`src/rtl/pc_fetch_unit.sv`:
```
// Program-counter / fetch-request unit: picks the next PC from sequential, redirect,
// trap entry or trap return, with stall and debug halt/resume.
module pc_fetch_unit #(
    parameter int unsigned               ADDRESS_SIZE = 32,
    parameter logic [ADDRESS_SIZE-1:0]   RESET_VECTOR = '0,
    parameter logic [ADDRESS_SIZE-1:0]   TRAP_VECTOR  = ADDRESS_SIZE'(32'h0000_0100),
    parameter int unsigned               INSTR_BYTES  = 4
) (
    input  logic                    clk,
    input  logic                    rst_n,
    input  logic                    stall,
    input  logic                    redirect_valid,
    input  logic [ADDRESS_SIZE-1:0] redirect_target,
    input  logic                    trap_valid,
    input  logic                    mret_valid,
    input  logic                    halt_req,
    input  logic                    resume_req,
    input  logic                    fetch_ready,
    output logic                    fetch_valid,
    output logic [ADDRESS_SIZE-1:0] fetch_addr,
    output logic [ADDRESS_SIZE-1:0] epc,
    output logic                    misaligned,
    output logic                    halted
);

    typedef enum logic [1:0] {
        BOOT = 2'd0,
        RUN  = 2'd1,
        HALT = 2'd2
    } state_e;

    localparam logic [ADDRESS_SIZE-1:0] ALIGN_MASK = ADDRESS_SIZE'(INSTR_BYTES - 1);
    localparam logic [ADDRESS_SIZE-1:0] PC_STEP    = ADDRESS_SIZE'(INSTR_BYTES);

    state_e                  state_q, state_d;
    logic [ADDRESS_SIZE-1:0] pc_q, pc_d;
    logic [ADDRESS_SIZE-1:0] epc_q, epc_d;
    logic                    misaligned_q, misaligned_d;

    logic mret_bad, redirect_bad;

    assign mret_bad     = (epc_q & ALIGN_MASK) != '0;
    assign redirect_bad = (redirect_target & ALIGN_MASK) != '0;

    // fetch_valid follows stall in the same cycle; the address itself is always a flop
    assign fetch_valid = (state_q == RUN) && !stall;
    assign fetch_addr  = pc_q;
    assign epc         = epc_q;
    assign misaligned  = misaligned_q;
    assign halted      = (state_q == HALT);

    always_comb begin
        state_d      = state_q;
        pc_d         = pc_q;
        epc_d        = epc_q;
        misaligned_d = 1'b0;

        unique case (state_q)
            BOOT: state_d = RUN;
            RUN: begin
                if (trap_valid) begin
                    pc_d  = TRAP_VECTOR;
                    epc_d = pc_q;
                end else if (mret_valid) begin
                    if (mret_bad) begin
                        // offending target is already in epc, so it stays put
                        pc_d         = TRAP_VECTOR;
                        misaligned_d = 1'b1;
                    end else begin
                        pc_d = epc_q;
                    end
                end else if (redirect_valid) begin
                    if (redirect_bad) begin
                        pc_d         = TRAP_VECTOR;
                        epc_d        = redirect_target;
                        misaligned_d = 1'b1;
                    end else begin
                        pc_d = redirect_target;
                    end
                end else if (halt_req) begin
                    state_d = HALT;
                end else if (fetch_valid && fetch_ready) begin
                    pc_d = pc_q + PC_STEP;
                end
            end
            HALT: begin
                if (trap_valid) begin
                    pc_d  = TRAP_VECTOR;
                    epc_d = pc_q;
                end else if (resume_req && !halt_req) begin
                    state_d = RUN;
                end
            end
            default: state_d = BOOT;
        endcase
    end

    always_ff @(posedge clk) begin
        if (!rst_n) begin
            state_q      <= BOOT;
            pc_q         <= RESET_VECTOR;
            epc_q        <= '0;
            misaligned_q <= 1'b0;
        end else begin
            state_q      <= state_d;
            pc_q         <= pc_d;
            epc_q        <= epc_d;
            misaligned_q <= misaligned_d;
        end
    end

endmodule

```
`config.mk`:
```
export PLATFORM = sky130hd
export DESIGN_NAME = pc_fetch_unit
export DESIGN_NICKNAME = d
export VERILOG_FILES = /design/src/rtl/pc_fetch_unit.sv
export SDC_FILE = /design/constraint.sdc
export NUM_CORES = 1
export LEC_CHECK = 0
export ABC_AREA = 1
export CAP_MARGIN = 25
export CORE_AREA = 2 2 91 93
export DETAILED_ROUTE_END_ITERATION = 16
export DIE_AREA = 0 0 93 95
export DONT_BUFFER_PORTS = 1
export HOLD_SLACK_MARGIN = 0.1
export PLACE_DENSITY_LB_ADDON = 0.15
export SETUP_SLACK_MARGIN = 0.5
export SYNTH_ARGS = -nofsm -noshare
export SYNTH_HDL_FRONTEND = slang
export SYNTH_SLANG_ARGS = --single-unit
```
`constraint.sdc`:
```
create_clock -name clk -period 1.6 [get_ports clk]
set_input_delay 0.32 -clock clk [delete_from_list [all_inputs] [get_ports clk]]
set_output_delay 0.32 -clock clk [all_outputs]
set_load 0.01 [all_outputs]
```
After elaboration in Yosys (flattened, before gate mapping)
Index checks and enable logic that the tools add are counted.
{"block": "op_classes", "n_mul": 0, "div": 0, "bitwise_logic": 2, "n_eq_ne": 14, "reduce_logical": 13, "add_sub_neg": 1, "muxes": 26, "shift": 0, "magnitude_cmp": 0}
{"cell": "2-to-1 mux 32 bit", "count": 13}
{"cell": "one-hot mux 32 bit (2 select lines)", "count": 2}
{"cell": "nonzero test 32 bit", "count": 2}
{"cell": "adder 32 x 3 -> 32 bit, second input constant", "count": 1}
{"cell": "2-to-1 mux 2 bit", "count": 6}
{"cell": "!= test 2 bit, second input constant", "count": 6}
{"cell": "!= test 3 bit, second input constant", "count": 3}
{"cell": "one-hot mux 2 bit (3 select lines)", "count": 1}
{"cell": "AND reduction 6 bit", "count": 1}
{"cell": "!= test 5 x 4 -> 1 bit, second input constant", "count": 1}
{"cell": "!= test 5 bit, second input constant", "count": 1}
{"cell": "AND reduction 5 bit", "count": 1}
{"cell": "2-to-1 mux 1 bit", "count": 4}
{"cell": "AND reduction 4 bit", "count": 1}
{"cell": "logical AND 1 bit", "count": 3}
{"cell": "OR reduction 3 bit", "count": 1}
{"cell": "equality test 2 x 1 -> 1 bit, second input constant", "count": 1}
{"cell": "equality test 2 bit, second input constant", "count": 1}
{"cell": "zero test 1 bit", "count": 2}
{"cell": "zero test 2 bit", "count": 1}
{"cell": "!= test 2 x 1 -> 1 bit, second input constant", "count": 1}
{"cell": "inverter 1 bit", "count": 2}
{"cell": "nonzero test 2 bit", "count": 1}
{"block": "word_totals", "output_inout_bits": 67, "register_bits": 67, "ram_bits": 0, "latch_bits": 0, "mem_count": 0, "elab_cells": 60, "mem_bits_ro": 0}

Longest topological paths before layout
Gate-level depths: netlist (run 1).
{"block": "logic_depth", "word_depth": 9, "mapped_depth": 13}

Least setup slack after synthesis (run 1)
OpenSTA, ideal clock, no wires.
{"block": "synth_timing", "path_kind": "register -> register", "from": "register state_q[0]", "to": "register pc_q[16], in the netlist fetch_addr[16]", "slack_ns": -0.148, "n_path_buf": 1, "required_time_ns": 1.533, "setup_ns": 0.067, "t_arrival_ns": 1.681, "stages_incl_launch_ff": 11, "cell_sequence": "dfxtp_1 -> inv_1 -> ha_1 -> nor2_1 -> inv_2 -> nor2_4 -> nand2_4 -> buf_6 -> a21oi_2 -> nand2_1 -> a21oi_2"}
{"element": "from (decl)", "line_no": "35", "source": "state_e state_q, state_d;"}
{"element": "from (signal assigned)", "line_no": "105", "source": "state_q <= state_d;"}
{"element": "equality test 2 bit *"}
{"element": "via halted", "line_no": "23", "source": "output logic halted"}
{"element": "!= test 2 bit (no line) / nonzero test 2 bit (equally long branches)"}
{"element": "AND reduction 4 bit (no line)"}
{"element": "to (signal assigned)", "line_no": "106", "source": "pc_q <= pc_d;"}
{"element": "to (decl)", "line_no": "36", "source": "logic [ADDRESS_SIZE-1:0] pc_q, pc_d;"}
Mark *: on every way through the listed nets, which the timed path passes. The rest lies on a longest branch.
A chain may end at the register's enable or synchronous reset.

Final worst setup path (run 1)
{"block": "layout_timing", "from": "register state_q[1]", "to": "register pc_q[4], in the netlist fetch_addr[4]"}
{"block": "layout_via", "elab_chain_len": 5}
{"element": "equality test 2 x 1 -> 1 bit", "line_no": "46, 58"}
{"element": "logical AND 1 bit", "line_no": "46", "source": "assign fetch_valid = (state_q == RUN) && !stall;"}
{"element": "logical AND 1 bit", "line_no": "82", "source": "end else if (fetch_valid && fetch_ready) begin"}
{"element": "!= test 5 x 4 -> 1 bit (no line)"}
{"element": "AND reduction 4 bit (no line)"}
Parallel ways exist; a longest one is shown, timed or not.

==> results of run 1 <==
layout by cell type (no fill, tap or decap), types with 3 or more instances in the layout:
master | synthesis | routed
xor2_1 | 4 | 4
buf_12 | 0 | 14
nor2_2 | 9 | 6
inv_2 | 7 | 6
nand2_1 | 188 | 168
buf_6 | 1 | 48
dfxtp_1 | 67 | 14
inv_4 | 2 | 5
a21oi_4 | 0 | 6
inv_8 | 0 | 4
o21ai_1 | 1 | 5
nand2_2 | 4 | 18
buf_4 | 3 | 34
ha_4 | 0 | 3
clkbuf_16 | 0 | 4
dfxtp_4 | 0 | 15
a211oi_1 | 50 | 8
o21ai_0 | 38 | 24
a31oi_1 | 3 | 3
nor2_4 | 4 | 14
nor2_1 | 68 | 61
clkbuf_8 | 0 | 11
inv_1 | 81 | 77
o211ai_1 | 10 | 10
a21oi_2 | 14 | 26
a21oi_1 | 56 | 38
o21ai_2 | 1 | 11
a211oi_2 | 0 | 40
nand3_1 | 34 | 33
nand2_4 | 3 | 9
nor3_1 | 5 | 4
dfxtp_2 | 0 | 38
kinds of logic (layout without fill, tap and decap cells):
kind of cell,count (synthesis),after routing
buffers and inverters,125,213
flip-flops,67,67
XOR/XNOR,5,5
AO/OA/AOI/OAI,179,179
AND/OR/NAND/NOR,322,322
adder cells (fa/ha/maj),5,5
report_power, final:
part	switching [uW]	leakage (uW)	internal [uW]	total (uW)
registers	664	0.000575	2300	2960
clock network	741	0.0000998	811	1550
logic	3220	0.00181	2590	5810
total	4630	0.00248	5690	10300
cells in the mapped netlist, types with 5 or more instances:
library cell    n  area (um2)
a21oi_1        56         280
nand2_1       188         706
buf_2           8        40.0
nor2_1         68         255
nor2_2          9        56.3
nor3_1          5        25.0
o21ai_0        38         190
inv_1          81         304
a211oi_1       50         375
nand3_1        34         170
a21oi_2        14         123
dfxtp_1        67        1340
clkbuf_1       21        78.8
ha_1            5        62.6
inv_2           7        26.3
o211ai_1       10        75.1
sequential cells by signal, indices dropped and copies added (netlist names):
name,count
epc,32
misaligned,1
fetch_addr,32
state_q,2
worst reg2reg max path, stage by stage, from the launching register on:
cell      delay, ns
dfxtp_2        0.36
inv_2          0.06
ha_4           0.18
nand2_4        0.09
nor2_2         0.05
o21ai_2        0.06
nand2_2        0.09
buf_6          0.13
nor2_4         0.11
buf_6          0.16
clkinv_8       0.08
a32oi_1        0.21
nor2_1         0.07
how the worst max path moves through the flow:
stage,end,startpoint
6_report,fetch_addr[4],state_q[1]
5_1_grt,fetch_addr[14],state_q[1]
4_1_cts,fetch_addr[4],state_q[1]
3_5_place_dp,fetch_addr[23],state_q[1]
3_3_place_gp,fetch_addr[24],state_q[1]
2_1_floorplan,fetch_addr[16],state_q[1]
per-layer routing:
layer	routed length [um]	part of all wire	vias to the layer above	track usage
li1	-	-	2490	-
met1	6880	0.37	2565	0.465
met2	8780	0.47	400	0.625
met3	2080	0.11	80	0.0902
met4	792	0.043	0	0.162
met5	0	0	-	0
per-stage QoR:
step           total power, uW  hold slack [ns]   util  cell area, um2
2_1_floorplan             5230            0.451      -            4770
3_3_place_gp              6070            0.456  0.655            5190
3_5_place_dp              6150            0.463  0.655            5190
4_1_cts                   8760           0.0598  0.765            6060
5_1_grt                  10700           0.0617  0.837            6630
6_report                 10300           0.0628  0.837            6630
cell type report:
type,instances,area (um2)
fill,487,1290
multi-input combinational,511,3200
timing repair inverter,4,50.0
clock inverter,3,46.3
sequential,67,1450
tap,105,131
clock buffer,13,159
timing repair buffer,103,1230
inverter,90,370
repair_timing:
item / 4_1_cts / 5_1_grt
resized for setup: 151 / 83
pin swaps: 21 / 23
hold endpoints to repair: 12 / 12
gates cloned: 5 / 6
setup buffers: 18 / 13
endpoints found under the setup margin: 109 / 110
==> flow_results.org, run 1 <==
** Setup path
- The critical path runs through a total of 12 cells.
- Delay-heaviest family, CP :: buffers and inverters
- At the worst endpoint, the arrival time is 2.00 ns.
- Sum of buffers and inverters on the critical path :: 4
- Traced cell by cell, the critical path runs through inv_2, ha_4, nand2_4, nor2_2, o21ai_2, nand2_2, buf_6, nor2_4, buf_6, clkinv_8, a32oi_1, nor2_1.
- Crit Path Category :: reg2reg
- The worst register-to-register path has a setup slack of -0.16 ns.
- Highest-delay cell along the critical path :: dfxtp_2
- Critical path peak fanout :: 6
- At the worst endpoint, the required time is 1.83 ns.
- The worst setup path is captured at a flip-flop.
- The worst register-to-register path begins at state_q[1].
- Depth of the worst register-to-register path :: 12
- Launching element type of the critical path :: flip-flop
- In this run the critical register-to-register path is captured at fetch_addr[4].
- Slowest cell delay on critical path :: 0.36 ns
- Most prevalent standard cell on the critical path :: buf_6

** Timing
- Across all setup checks in the final design, the least slack found is -0.162 ns.
- Between clock sinks in the finished design, the worst skew comes to 0.0133 ns.
- Final Hold Vio Count :: 0
- Fin crit period :: 1.76 ns
- Setup repair after global routing could not meet its margin everywhere.
- Fmax :: 568 MHz
- Post-route setup TNS :: -4.26 ns
- Setup violation total in the final timing report :: 53
- Count of pins over their slew limit :: 0
- Transition time at the pin with the least slew margin :: 0.377 ns
- In the finished design, the share of the clock period the worst path needs comes to 1.10.
- Relative slew slack :: 0.749

** Logic synthesis
- Synthesized instance count :: 703
- Yosys printed 0 warnings.
- Share of synthesized area spent on multiplexers :: 0
- The number of nets in the synthesized netlist is 749.
- Yosys mapped a number of flops with a built-in enable equal to 0.
- Among all flip-flop cells after synthesis, the most frequent one is dfxtp_1.
- Combinational family with the most area after synthesis :: simple AND/OR/NAND/NOR gates
- Compound-cell area share of the yosys netlist :: 0.255
- A synthesized cell averages 6.34 um2.
- Of the total synthesized cell area, the portion taken by XOR and XNOR cells is 0.00982.
- Of the total synthesized cell area, the portion taken by full adders, half adders and majority gates is 0.0140.
- Basic-gate share of the synthesized area counting and, or, nand and nor cells :: 0.307
- Summing every instance area after synthesis gives 4460 um2.
- For this run, the register share of the synthesized area comes to 0.301.
- Synth unique cells :: 37
- Number of synthesized register bits :: 67
- Counting flops with an async set or reset pin after synthesis yields a share of 0.

** Placed design
- Port Buffer Count :: 0
- The HPWL after detailed placement is 10500 um.
- Total placed cells including tap cells :: 838
- At the placement stage, the worst setup path has a slack of -0.0656 ns.
- At the end of routability-driven placement, the weighted congestion stood at 0.955.

** Global route
- Overall Global Routing Usage :: 0.376
- Entering global routing, the biggest net connects 34 pins.
- Global route total overflow :: 0
- The initial antenna violation count is 0.
- The first global-routing pass estimated 25800 um of wire.
- Vias in the first global route :: 5134

** Detailed routing
- For this run, design rule violations remaining after detail routing come to 0.
- Number of design-rule violations left by the first detailed-router iteration :: 409
- Via count of the routed design :: 5535
- Iteration count of the initial detailed-routing pass :: 7
- The routed design has 18500 um of wire.
- Wire length per cell after detailed routing :: 20.7 um
- Once detail routing completed, the nets flagged for antenna violations numbered 0.
- Vias per cell :: 6.18

** Die
- The die covers 8840 um2.
- # IOs :: 108
- The region available for standard cell placement spans 7930 um2.
- The die is 95 um tall.
- The floorplan has 33 rows.
- Effective utilization at floorplan :: 0.562
- From left edge to right edge, the die measures 93 um.

** CTS
- TritonCTS built the clock tree.
- Clock latency on the worst-skew pair, taken at its later pin, is 0.37 ns.
- H-tree depth :: 3
- Number of CTS-inserted buffers :: 9
- The clock passes through at most 2 buffers.
- CTS saw 67 sinks.
- Clock Pin Slew Worst Setup and Hold Paths :: 0.08 ns
- In this run the clock root is driven by a clkbuf_8.

** Job
- Across the run, the number of max-cap violations was 0.

** Layout
- Of the cells placed in the final design, the portion with a size suffix greater than 1 is 0.415.
- The repair_antennas step left the layout with diodes totalling 0.
- Compared with the post-synthesis result, the final layout area differs by 48.8%.
- Final Non-Filler Cells :: 896
- Final #Nets :: 832

** Worst hold path
- The worst hold path passes through 2 cells.
- Worst-case hold path end point :: epc[9]
- The worst hold path belongs to the class in2reg.
- The startpoint identified for the worst hold timing path is rst_n.

** Power and ir drop
- Areal power density over the cells :: 1560 nW/um2
- IR analysis of the VDD net gives a maximum drop of 1.26 mV.
- Summed over all cells, the static leakage comes to 0.00248 uW.

** Run status
- The flow ran to the end, but the final reports show violations.
- Failing checks :: setup timing
No activity file was read; power rests on OpenSTA's default activity.
==> run 2: changes to the inputs <==
--- a/config.mk
+++ b/config.mk
@@ -7,13 +7,13 @@
 export LEC_CHECK = 0
 export ABC_AREA = 1
 export CAP_MARGIN = 25
-export CORE_AREA = 2 2 91 93
+export CORE_AREA = 2 2 102 104
 export DETAILED_ROUTE_END_ITERATION = 16
-export DIE_AREA = 0 0 93 95
-export DONT_BUFFER_PORTS = 1
+export DIE_AREA = 0 0 104 106
 export HOLD_SLACK_MARGIN = 0.1
 export PLACE_DENSITY_LB_ADDON = 0.15
 export SETUP_SLACK_MARGIN = 0.5
 export SYNTH_ARGS = -nofsm -noshare
 export SYNTH_HDL_FRONTEND = slang
 export SYNTH_SLANG_ARGS = --single-unit
+export TNS_END_PERCENT = 10
==> run 2 against run 1 <==
  * The flow still finishes with violations (setup timing)
  * Fmax is 6.6% higher
  * Sequential power is 5% lower
  * Register-to-register slack better by 0.11 ns
  * Power is 6.3% lower
  * Count of clock-buffer cells in the layout is 1 higher
  * Die area is 25% higher
  * Non-clock buffer count is 101 higher
  * First-iteration DRC count is 3.4% lower
  * Setup slack better by 0.11 ns
  * Routed wire length is 7.7% lower
  * Worst hold slack better by 0.41 ns
  * Largest power group unchanged
  * Flip-flop and latch count stayed put
  * Critical endpoint is now fetch_addr[30]
==> flow_results.org, run 2 (synthesis results as in run 1) <==
** Run status
- The run finished, with violations left.
- Failing checks :: setup timing

** Detailed routing
- The number of DRC violations after detailed-routing iteration 0 was 395 (-3.4%).
- The average routed wire per standard cell came to 16.7 um (-19%).
- Vias per cell :: 5.43 (-12%)
- Total Wirelength :: 17100 um (-7.7%)
- The overall via count from detail_route is 5556 (+0.38%).
- The number of iterations in the first detailed-routing pass was 5 (-2).
- Detail Route Antenna Nets :: 0 (unchanged)
- DRC :: 0 (unchanged)

** Layout
- Area Overhead vs Synth :: 62.5%
- The count of fill cells added during filler insertion came to 821 (+69%).
- Final #Nets :: 929 (+12%)
- Fraction of layout instances using a drive strength above 1 :: 0.382 (-0.0329)
- Leaving out fill and tap cells, the most frequent cells in the layout are 181 x nand2_1, 78 x buf_6, 74 x inv_1.
- The library cell used most frequently in the layout, excluding fill and tap cells, is nand2_1.
- Antenna Diode Count :: 0 (unchanged)

** CTS
- The clock sink total came to 67 (unchanged).
- The number of hold buffers added after CTS was 0.
- The H-tree depth is 3 (unchanged).
- The clock network latency to the later pin of the worst-skew pair is 0.36 ns (about the same).
- Clock Pin Slew Worst Setup and Hold Paths :: 0.07 ns (about the same)
- The root buffer cell chosen for the clock tree is clkbuf_8.
- The maximum count of clock buffers along a single path came to 2 (unchanged).
- Number of CTS-inserted buffers :: 9 (unchanged)
- Clock tree from TritonCTS :: yes

** Setup path
- Sum of buffers and inverters on the critical path :: 2 (-2)
- Element type at the critical path end :: flip-flop
- The arrival time of the worst setup path is 1.93 ns (-0.07 ns).
- The largest individual stage delay along the critical path comes from the cell dfxtp_2.
- Critical Path, Cell by Cell :: inv_2, ha_4, nand2_4, o21ai_2, nand2_2, nor2_4, nand2_4, clkbuf_16, a21oi_2, nand2_1, a21oi_1
- The critical path is of the reg2reg type.
- By instance count, the cell type seen most on the critical path is nand2_4.
- Required time of the critical path :: 1.88 ns (+0.05 ns)
- The maximum cell stage delay along the critical path is 0.33 ns (-0.03 ns).
- Launching element type of the critical path :: flip-flop
- The maximum net fanout on the critical path is 6 (unchanged).
- Among cell families on the critical path, the largest total delay comes from simple AND/OR/NAND/NOR gates.

** Die
- Die Span X :: 104 um (+12%)
- The area of the core came to 10000 um2 (+26%).
- The starting utilization of the core area was 0.446 (-0.117).
- Cell Rows :: 37 (+12%)
- The total die area was 11000 um2 (+25%).
- The top-level I/O count is 108 (unchanged).
- Height of the chip :: 106 um (+12%)

** Global route
- The overall global routing resource usage came to 0.304 (-0.0713).
- Maximum number of pins on one net before global-route repair :: 32 (-5.9%)
- The leftover overflow at the end of global routing came to 0 (unchanged).
- The via count of the first global-routing pass was 5431 (+5.8%).
- Antenna violations before repair :: 0 (unchanged)
- The global-route wire length before repair is 26900 um (+4.2%).

** Placed design
- Port Buffer Count :: 107 (+107)
- The final RePlAce weighted congestion was 0.950 (-0.51%).
- Post-Place Setup Slack :: -0.409 ns (-0.344 ns)
- HPWL after detailed placement :: 11900 um (+13%)

** Timing
- The total count of max-transition violations in the final report is 0 (unchanged).
- Worst Setup Slack, final :: -0.0530 ns (+0.109 ns)
- The headroom to the max-slew limit came to 0.672 (-0.0769).
- The minimum period implied by the final worst setup slack is 1.65 ns (-0.109 ns).
- The slew at the pin with the worst max-slew slack is 0.493 ns (+0.116 ns).
- The count of final setup violators came to 36 (-32%).
- The worst clock skew came to 0.00946 ns (-0.00380 ns).
- The maximum clock rate was 605 MHz (+6.6%).
- Setup repair after global routing could not meet its margin everywhere.
- Post-route setup TNS :: -1.00 ns (+3.26 ns)
- Worst Hold Margin :: 0.468 ns (+0.405 ns)
- The final number of hold-violating endpoints was 0 (unchanged).
- The share of the cycle needed by the critical path after routing is 1.03 (-0.0682).

** Job
- Reported max-cap violation count :: 0 (unchanged)

** Power and ir drop
- Areal power density over the cells :: 1330 nW/um2 (-14%)
- The leakage power summed over all cells was 0.00287 uW (+16%).
- The peak ir drop on the vdd network came to 0.808 mV (-36%).

** Worst hold path
- Min-Delay Path Class :: reg2reg
[run 2: cell count changes in the layout (fill, tap and decap cells not counted), moves of 7 or more]
| cell | previous run | this run |
|---|---|---|
| nand2_1 | 168 | 181 |
| nand2_2 | 18 | 6 |
| clkdlybuf4s15_2 | 0 | 7 |
| a211oi_1 | 8 | 31 |
| buf_6 | 48 | 78 |
| buf_4 | 34 | 61 |
| o21ai_0 | 24 | 32 |
| clkdlybuf4s50_1 | 0 | 37 |
| o21ai_2 | 11 | 2 |
| a211oi_2 | 40 | 18 |
[run 2: cell type report]
cell class                      count  area (um2)  area share
Clock inverter                      2        60.1     0.00829
Tap cell                          136         170      0.0235
Multi-Input combinational cell    511        2990       0.412
Clock buffer                       14         143      0.0197
Sequential cell                    67        1440       0.199
Inverter                           90         360      0.0497
Timing Repair Buffer              204        2080       0.287
[run 2: path summary, 6_finish.rpt]
| path | from | end | slack [ns] | depth (start not counted) |
|---|---|---|---|---|
| min reg2reg | epc[9] | epc[9] | 0.47 | 2 |
| max reg2reg | state_q[1] | fetch_addr[30] | -0.05 | 11 |
| min | epc[9] | epc[9] | 0.47 | 2 |
| max | state_q[1] | fetch_addr[30] | -0.05 | 11 |
[run 2: layer usage]
metal	part of all wire	track usage	up-vias
li1	-	-	2683
met1	0.41	0.382	2574
met2	0.49	0.528	263
met3	0.079	0.0533	36
met4	0.023	0.105	0
met5	0	0	-
[run 2: worst register-to-register path: cells and delay by family, from the launching register on]
| kind | cells | cell delay, ns |
|---|---|---|
| compound gates | 3 | 0.34 |
| flops | 1 | 0.33 |
| buf+inv | 2 | 0.26 |
| fa+ha+maj | 1 | 0.18 |
| simple gates | 5 | 0.48 |
[run 2: through the flow]
step                cells   util  total power (uW)  cell area (um2)
detailed placement    988  0.627              7190             6270
global placement      988  0.627              7100             6270
finish               1024  0.724              9670             7240
CTS                  1014  0.686              9240             6860
floorplan             703      -              4910             4540
global route         1024  0.724             10200             7240
[run 2: power by group]
group          internal [uW]  switching [uW]  total, uW
combinational           2550            2740       5300
sequential              2310             515       2820
clock                    883             666       1550
[run 2: what timing repair did]
action                     in CTS  in global routing
pin swaps                      27                 26
hold endpoints to repair        0                  0
buffers inserted               10                  8
setup endpoints to repair     134                134
resized for setup             411                 73
cloned                          0                  2
